**config.mk**
```make
export PLATFORM = sky130hd
export DESIGN_NAME = sram_fb_arbiter
export DESIGN_NICKNAME = d
export VERILOG_FILES = /design/src/rtl/sram_fb_arbiter.sv
export SDC_FILE = /design/constraint.sdc
export NUM_CORES = 1
export LEC_CHECK = 0
export ABC_AREA = 1
export CAP_MARGIN = 30
export CORE_MARGIN = 5
export CORE_UTILIZATION = 64
export DETAILED_ROUTE_END_ITERATION = 8
export DONT_BUFFER_PORTS = 1
export PLACE_DENSITY = 0.86
export SLEW_MARGIN = 20
export SYNTH_ARGS = -nofsm -noshare
export SYNTH_HDL_FRONTEND = slang
export SYNTH_SLANG_ARGS = --single-unit
```
**constraint.sdc**
```tcl
create_clock -name clk -period 2.25 [get_ports clk]
set_input_delay 0.1125 -clock clk [delete_from_list [all_inputs] [get_ports clk]]
set_output_delay 0.1125 -clock clk [all_outputs]
set_load 0.02 [all_outputs]
```
**src/rtl/sram_fb_arbiter.sv**
```systemverilog
// sram_fb_arbiter
// Shares the framebuffer SRAM between display prefetch reads, ADC plot writes
// and a built-in clear engine. Fixed priority read > clear > plot write, with
// a bounded read run so plot writes cannot starve. A direction change between
// read and write costs one bubble cycle so the SRAM bus can turn around.
//
// Ports
//   clk, reset                   : clock, synchronous active-high reset
//   rd_req/rd_addr/rd_ready      : display read request channel
//   rd_data_valid/rd_data        : read data return to the display
//   wr_req/wr_addr/wr_data       : plot write request channel
//   wr_ready                     : plot write accepted this cycle
//   clr_start/clr_busy/clr_done  : clear engine control and status
//   mem_valid/mem_ready/mem_we   : transaction handshake to SRAM controller
//   mem_addr/mem_wdata           : transaction address and write data
//   mem_rvalid/mem_rdata         : in-order read return from SRAM controller
module sram_fb_arbiter #(
    parameter int                   ADDR_BITS   = 20,
    parameter int                   DATA_BITS   = 16,
    parameter int                   FB_WORDS    = 307200,
    parameter logic [DATA_BITS-1:0] CLEAR_VALUE = '0,
    parameter int                   MAX_RD_RUN  = 8
) (
    input  logic                 clk,
    input  logic                 reset,

    input  logic                 rd_req,
    input  logic [ADDR_BITS-1:0] rd_addr,
    output logic                 rd_ready,
    output logic                 rd_data_valid,
    output logic [DATA_BITS-1:0] rd_data,

    input  logic                 wr_req,
    input  logic [ADDR_BITS-1:0] wr_addr,
    input  logic [DATA_BITS-1:0] wr_data,
    output logic                 wr_ready,

    input  logic                 clr_start,
    output logic                 clr_busy,
    output logic                 clr_done,

    output logic                 mem_valid,
    input  logic                 mem_ready,
    output logic                 mem_we,
    output logic [ADDR_BITS-1:0] mem_addr,
    output logic [DATA_BITS-1:0] mem_wdata,
    input  logic                 mem_rvalid,
    input  logic [DATA_BITS-1:0] mem_rdata
);

    localparam int                   RUN_W    = $clog2(MAX_RD_RUN + 1);
    localparam logic [RUN_W-1:0]     RUN_MAX  = RUN_W'(MAX_RD_RUN);
    localparam logic [ADDR_BITS-1:0] CLR_LAST = ADDR_BITS'(FB_WORDS - 1);

    localparam logic DIR_RD = 1'b0;
    localparam logic DIR_WR = 1'b1;

    typedef enum logic [1:0] {
        SEL_NONE = 2'd0,
        SEL_RD   = 2'd1,
        SEL_CLR  = 2'd2,
        SEL_WR   = 2'd3
    } sel_t;

    // Control state
    logic                 dir_q;
    logic                 pend_q;
    sel_t                 sel_q;
    logic [RUN_W-1:0]     rd_run;
    logic [ADDR_BITS-1:0] clr_addr;

    // Held bus values for cycles with no transfer offered
    logic [ADDR_BITS-1:0] addr_q;
    logic [DATA_BITS-1:0] wdata_q;

    sel_t pick;
    logic pick_dir;
    logic bubble;
    logic starve;
    logic xfer;
    logic clr_acc;
    logic clr_last;

    // Read return needs no tagging: the display is the only reader and the
    // controller returns data in order.
    assign rd_data_valid = mem_rvalid;
    assign rd_data       = mem_rdata;

    // ---- Arbitration (zero latency, frozen while a transfer is stalled) ----
    always_comb begin
        starve = wr_req && (rd_run == RUN_MAX);

        // A stalled transfer keeps its selection; requesters hold their
        // inputs until ready, and clr_addr only moves on acceptance, so the
        // bus stays stable without re-arbitrating.
        if (pend_q)        pick = sel_q;
        else if (starve)   pick = SEL_WR;
        else if (rd_req)   pick = SEL_RD;
        else if (clr_busy) pick = SEL_CLR;
        else if (wr_req)   pick = SEL_WR;
        else               pick = SEL_NONE;

        pick_dir = (pick == SEL_RD) ? DIR_RD : DIR_WR;
        bubble   = (pick != SEL_NONE) && (pick_dir != dir_q);

        // Outputs are gated during reset so nothing can transfer in the cycle
        // reset is sampled.
        mem_valid = !reset && (pick != SEL_NONE) && !bubble;
        xfer      = mem_valid && mem_ready;
        rd_ready  = xfer && (pick == SEL_RD);
        wr_ready  = xfer && (pick == SEL_WR);
        clr_acc   = xfer && (pick == SEL_CLR);
        clr_last  = (clr_addr == CLR_LAST);

        mem_we    = mem_valid ? pick_dir : dir_q;
        mem_addr  = addr_q;
        mem_wdata = wdata_q;
        if (mem_valid) begin
            case (pick)
                SEL_RD:  mem_addr = rd_addr;
                SEL_CLR: begin
                    mem_addr  = clr_addr;
                    mem_wdata = CLEAR_VALUE;
                end
                SEL_WR:  begin
                    mem_addr  = wr_addr;
                    mem_wdata = wr_data;
                end
                default: ;
            endcase
        end
    end

    // ---- Bus hold registers (data path, not reset) ----
    always_ff @(posedge clk) begin
        addr_q  <= mem_addr;
        wdata_q <= mem_wdata;
    end

    // ---- Control state: direction, stall freeze, read run, clear engine ----
    always_ff @(posedge clk) begin
        if (reset) begin
            dir_q    <= DIR_RD;
            pend_q   <= 1'b0;
            sel_q    <= SEL_NONE;
            rd_run   <= '0;
            clr_busy <= 1'b0;
            clr_addr <= '0;
            clr_done <= 1'b0;
        end else begin
            pend_q <= mem_valid && !mem_ready;
            sel_q  <= pick;

            // The bubble cycle itself turns the bus around; arbitration
            // re-runs on the next cycle with the new direction.
            if (bubble) begin
                dir_q <= pick_dir;
            end

            // Run length only matters while a plot write is waiting. It
            // saturates because a full run forces the write next anyway.
            if (!wr_req || wr_ready || clr_acc) begin
                rd_run <= '0;
            end else if (rd_ready && (rd_run != RUN_MAX)) begin
                rd_run <= rd_run + RUN_W'(1);
            end

            clr_done <= clr_acc && clr_last;

            // clr_start is only honoured while idle; on the final acceptance
            // the engine is still busy, so a coincident start is dropped.
            if (clr_acc) begin
                if (clr_last) begin
                    clr_busy <= 1'b0;
                    clr_addr <= '0;
                end else begin
                    clr_addr <= clr_addr + ADDR_BITS'(1);
                end
            end else if (clr_start && !clr_busy) begin
                clr_busy <= 1'b1;
                clr_addr <= '0;
            end
        end
    end

endmodule

```
==> results.txt, run 1 <==
The number of storage elements in the synthesis netlist came out at 66. Counting distinct cell types in the post-synthesis netlist gives 34. The flow did not finish. The number of instances in the synthesized netlist came out at 505.

During placement, the flow inserted port buffers numbering 0. For this configuration, the core starts out at a cell density of 66.8%. The H-tree depth reported by CTS came out at 3. The root buffer cell chosen for the clock tree is sky130_fd_sc_hd__clkbuf_8. The number of warnings reported in the yosys synthesis log came out at 0. The endpoint pin with the least setup slack after global-route repair is mem_addr[9]. The HPWL reported at the end of detailed placement is 6670 um. The kind of pin the worst path terminates on is a top-level output.

The combined area of all synthesized cells came out at 0.00372 mm2. The y dimension of the die came out at 86.3 um. The tool reported: "[ERROR DPL-0038] Utilization greater than 100%, impossible to legalize". The final RePlAce weighted congestion is 0.951. The cell accounting for the most synthesized area is sky130_fd_sc_hd__dfxtp_1. The number of standard-cell rows in the floorplan came out at 27. The longest clock path from root to sink contains 2 buffers. 138 I/O pins were placed. The horizontal die dimension came out at 86.3 um.

Summing the sequential cell areas from Yosys gives 35.5% of the chip area. The number of clock sinks seen by CTS came out at 66. The flow stopped in 5_1_grt. By area the synthesized netlist is led by sky130_fd_sc_hd__dfxtp_1 35%, sky130_fd_sc_hd__nand2_1 13%, sky130_fd_sc_hd__a41oi_2 5.2%. The number of clock buffers added by TritonCTS is 9. The net count after synthesis came out at 587. Entering global routing, the biggest net connects 34 pins.

Averaged over all synthesized cells, the footprint is 7.37 um2. The proportion of netlist area held by the largest area contributor came out at 35.5%.
-- metrics by stage --
step           utilization (%)  instances  area [um2]  TNS, ns  setup WS, ns
2_1_floorplan                -        505        3720        0        0.0793
3_3_place_gp              69.9        582        3900        0         0.153
3_5_place_dp              69.9        582        3900  -0.0153       -0.0153
4_1_cts                   95.3        676        5310    -1.95       -0.0776
-- kinds of logic after synthesis --
kind of cell	after synthesis	synth area share, %
AOI/OAI and AO/OA	82	16.2
adders and majority gates	3	1.01
and+or+nand+nor	255	31.0
xor gates and xnor gates	14	3.29
DFF	66	35.5
buffers and inverters	85	12.9
-- what timing repair did --
action,in CTS
cloned,11
endpoints found under the hold margin,51
setup buffers,26
pin swaps,22
gates resized for setup,107
endpoints found under the setup margin,39
hold buffers,42
-- cells in the mapped netlist, drive strengths merged --
library cell,instances
nor2,48
xor2,12
dfxtp,66
clkbuf,9
or2,2
inv,38
nor4,1
a21o,1
a41oi,21
nor3,8
buf,38
nand3,37
nand3b,1
nand2,139
ha,3
xnor2,2
o21ai,33
nand4,19
a21oi,27
==> run 2, diff against run 1 <==
Settings changed: CORE_UTILIZATION 64 to 40, PLACE_DENSITY 0.86 to default, PLACE_DENSITY_LB_ADDON from default to 0.15.
==> results.txt, run 2 <==
The worst setup path is captured at an output port. The post-route cell area is 0.00566 mm2. The per-instance average area after synthesis came out at 7.37 um2 (unchanged). The largest registers in the layout are addr_q x20, clr_addr x20, wdata_q x16. The total cell area at the placement stage was 0.00397 mm2 (+2.0%). The HPWL reported at the end of detailed placement is 6950 um (+4.3%). The number of instances in the synthesized netlist is 505 (unchanged). The number of cells on the worst reg-to-reg path is 15.

The worst setup path is launched from a register. The normalized max-slew margin came out at 49.5%. The horizontal die dimension is 106 um (+23%). The maximum clock frequency came out at 0.427 GHz. The clock reaches the later pin of the worst-skew pair after 0.35 ns. The clock slew at the register clock pins of the worst setup and hold paths came out at 0.08 ns. The root cell of the clock tree is sky130_fd_sc_hd__clkbuf_8.

The total length of routed wires came out at 12700 um. Of the cells placed in the final design, the portion with a size suffix greater than 1 is 33.0%. The setup skew after layout is 0.0105 ns. The number of antenna repair diodes came out at 0. Of the available clock period, the critical path in the final layout requires 104%. The net count after synthesis came out at 587 (unchanged). The share of flip-flops with an asynchronous set or reset is 0% (unchanged). The critical path's slowest cell is sky130_fd_sc_hd__dfxtp_2. The largest single stage delay on the critical path is 0.33 ns. The layout overhead on the synthesized area came out at 52.0%. The first global-routing pass estimated 19400 um of wire. The floorplan die area is 0.0113 mm2. The library cell used most frequently in the layout, excluding fill and tap cells, is sky130_fd_sc_hd__nand2_1. The final reports fail on negative hold slack, negative setup slack. The number of standard-cell rows in the floorplan came out at 35 (+30%). Sorting the synthesized cells by area gives the leading types as sky130_fd_sc_hd__dfxtp_1 35%, sky130_fd_sc_hd__nand2_1 13%, sky130_fd_sc_hd__a41oi_2 5.2%. For this run, the leading register cell type out of synthesis is sky130_fd_sc_hd__dfxtp_1.

Grouping stages by cell kind, the critical path spends the most delay in buffers and inverters. Ranked by instance count, the synthesized netlist is headed by 131 x sky130_fd_sc_hd__nand2_1, 66 x sky130_fd_sc_hd__dfxtp_1, 45 x sky130_fd_sc_hd__nor2_1. Dividing the detail-routed via count by the number of cells gives 5.32. The y dimension of the die came out at 106 um (+23%). Setup repair after global routing could not meet its margin everywhere. The worst setup timing slack at the placement stage is 0.0879 ns (+0.103 ns). The initial antenna violation count is 0. The arrival time of the worst setup path came out at 2.23 ns. The final RePlAce weighted congestion is 0.933 (-1.9%). The sequential-to-total area share from yosys stat came out at 35.5% (unchanged).

The routed wire length per instance is 17.3 um. The final net count is 699. The number of remaining DRC errors is 0. The areal power density over the cells is 873 mW/mm2.

The worst hold path begins at wr_addr[15]. The largest net degree at the start of global routing is 36. Of all cell types, the one taking the most synthesized area is sky130_fd_sc_hd__dfxtp_1.

The number of clock sinks seen by CTS is 66 (unchanged). The data required time of the worst path is 2.14 ns. The leakage dissipation came out at 2.20 nW.

The terminus of the critical flop-to-flop path is clr_addr[15]$_SDFFE_PP0P_. The count of flip-flops with a built-in enable after synthesis came out at 0 (unchanged). The floorplan step defined a core boundary enclosing 0.00915 mm2.

The combined area of all synthesized cells was 0.00372 mm2 (unchanged). In the post-synthesis netlist, the cell with the most instances is sky130_fd_sc_hd__nand2_1. The starting density of the core is 40.7% (-26 points). The total count of hold-check failures in the final report was 1. The area taken by flip-flops and latches came out at 0.00133 mm2. Along the worst path, the maximum fanout reaches 8. The H-tree depth reported by CTS is 3 (unchanged). At the pin with the least slew margin, the transition time is 0.755 ns. The worst flop-to-flop path startpoint is rd_run[0]$_SDFFE_PP0P_.

The flow ran to the end, but the final reports show violations. The via count of the first global-routing pass is 3878. The detailed router placed 3897 vias in this run. The number of warnings reported in the yosys synthesis log is 0 (unchanged). The number of ports placed on the die boundary is 138 (unchanged). Across all setup checks in the final design, the least slack found is -0.0938 ns. The peak ir drop on the vdd network came out at 734 uV.

In the layout the commonest cells are 102 x sky130_fd_sc_hd__nand2_1, 63 x sky130_fd_sc_hd__dfxtp_1, 58 x sky130_fd_sc_hd__buf_4. The number of storage elements in the synthesis netlist is 66 (unchanged). The final antenna-violating net count is 0. Walking the worst path, the cells encountered are inv_2 -> ha_4 -> nand2_4 -> nor2_4 -> nand2_1 -> nand2_2 -> nand2_4 -> a21oi_4 -> buf_12 -> clkbuf_16 -> nand2_2 -> a41oi_2 -> buf_4. The number of DRC violations after detailed-routing iteration 0 came out at 250.

Hold timing on the final database bottoms out at a slack of -0.00978 ns. The share of the core filled with cells came out at 61.8%. The total overflow left after global routing is 0. The register-to-register path setup slack is 0.07 ns. The first-pass detailed-route iteration total is 5. The number of max-cap violations came out at 0.

Setup violations remaining at the end of the flow were counted as 32. The footprint of the multi-input gates came out at 0.00228 mm2. The count of port buffers added during placement came out at 0 (unchanged). The CTS tree is built. The distinct cell type count after synthesis was 34 (unchanged).

Global routing used 21.7% of the available tracks across all layers. The proportion of netlist area held by the largest area contributor is 35.5% (unchanged). The type of the most critical hold path is in -> reg. The largest buffer count on any clock path was 2 (unchanged). The type of the worst setup path is reg -> out. The completed layout was analyzed and its total power is 4.94 mW. The clock buffer count from CTS is 9 (unchanged). The critical path contains buffers and inverters numbering 4 combined.

The number of inserted filler cells in the final layout came out at 746. The number of pins with negative max-slew slack in the final report came to 0. The minimum period implied by the final worst setup slack is 2.34 ns.

The endpoint of the worst hold path is addr_q[15]$_DFF_P_. The number of stages on the worst hold path came out at 2.
run 2: worst max-delay path by stage:
stage,start,endpoint,slack [ns],cells past startpoint
4_1_cts,rd_run[0]$_SDFFE_PP0P_,mem_addr[4],-0.09,13
2_1_floorplan,rd_run[0]$_SDFFE_PP0P_,rd_ready,0.08,12
5_1_grt,rd_run[0]$_SDFFE_PP0P_,mem_addr[16],-0.21,14
6_report,rd_run[0]$_SDFFE_PP0P_,mem_addr[6],-0.09,13
3_3_place_gp,rd_run[0]$_SDFFE_PP0P_,mem_addr[9],0.17,13
3_5_place_dp,rd_run[0]$_SDFFE_PP0P_,mem_addr[1],0.09,13
run 2: metal layers:
metal | up-vias | wire length [um] | GRT usage (%)
met3 | 28 | 919 | 6.01
li1 | 1885 | - | -
met5 | - | 0 | 0
met1 | 1828 | 5300 | 26.1
met4 | 0 | 240 | 8.77
met2 | 156 | 6250 | 36.4
run 2: cells by family (layout without fill, tap and decap cells):
logic type | Yosys count | count (layout) | share of synthesized area, %
and+or+nand+nor | 255 | 255 | 31.0
buffers and inverters | 85 | 202 | 12.9
AOI/OAI and AO/OA | 82 | 82 | 16.2
DFF | 66 | 66 | 35.5
xor gates and xnor gates | 14 | 14 | 3.29
adders and majority gates | 3 | 3 | 1.01
run 2: metrics by stage:
step,hold WS (ns),cells,setup TNS (ns)
CTS,0.00938,720,-1.54
finish,-0.00978,733,-1.43
global placement,0.187,623,0
global route,0.00779,733,-6.20
floorplan,0.185,505,0
detailed placement,0.189,623,0
run 2: repair_timing:
action	in CTS	in global routing
hold buffers	55	0
resized for setup	88	47
endpoints found under the setup margin	39	59
pin swaps	23	27
endpoints found under the hold margin	58	0
cloned	8	2
buffers inserted	18	12
run 2: layout make-up:
cell class / instances / area share (%)
clock buffers: 11 / 2.68
clock inverters: 5 / 1.08
inverters: 38 / 2.90
well taps: 111 / 2.45
multi-input cells: 354 / 40.3
repair buffers: 144 / 26.1
flip-flops and latches: 66 / 23.4
repair inverters: 4 / 1.06
run 2: where the power goes:
group          switching [mW]  internal, mW
logic                    1.26          1.06
clock network           0.490         0.576
registers              0.0753          1.47
Note: power is estimated with default switching activity, not from simulation.
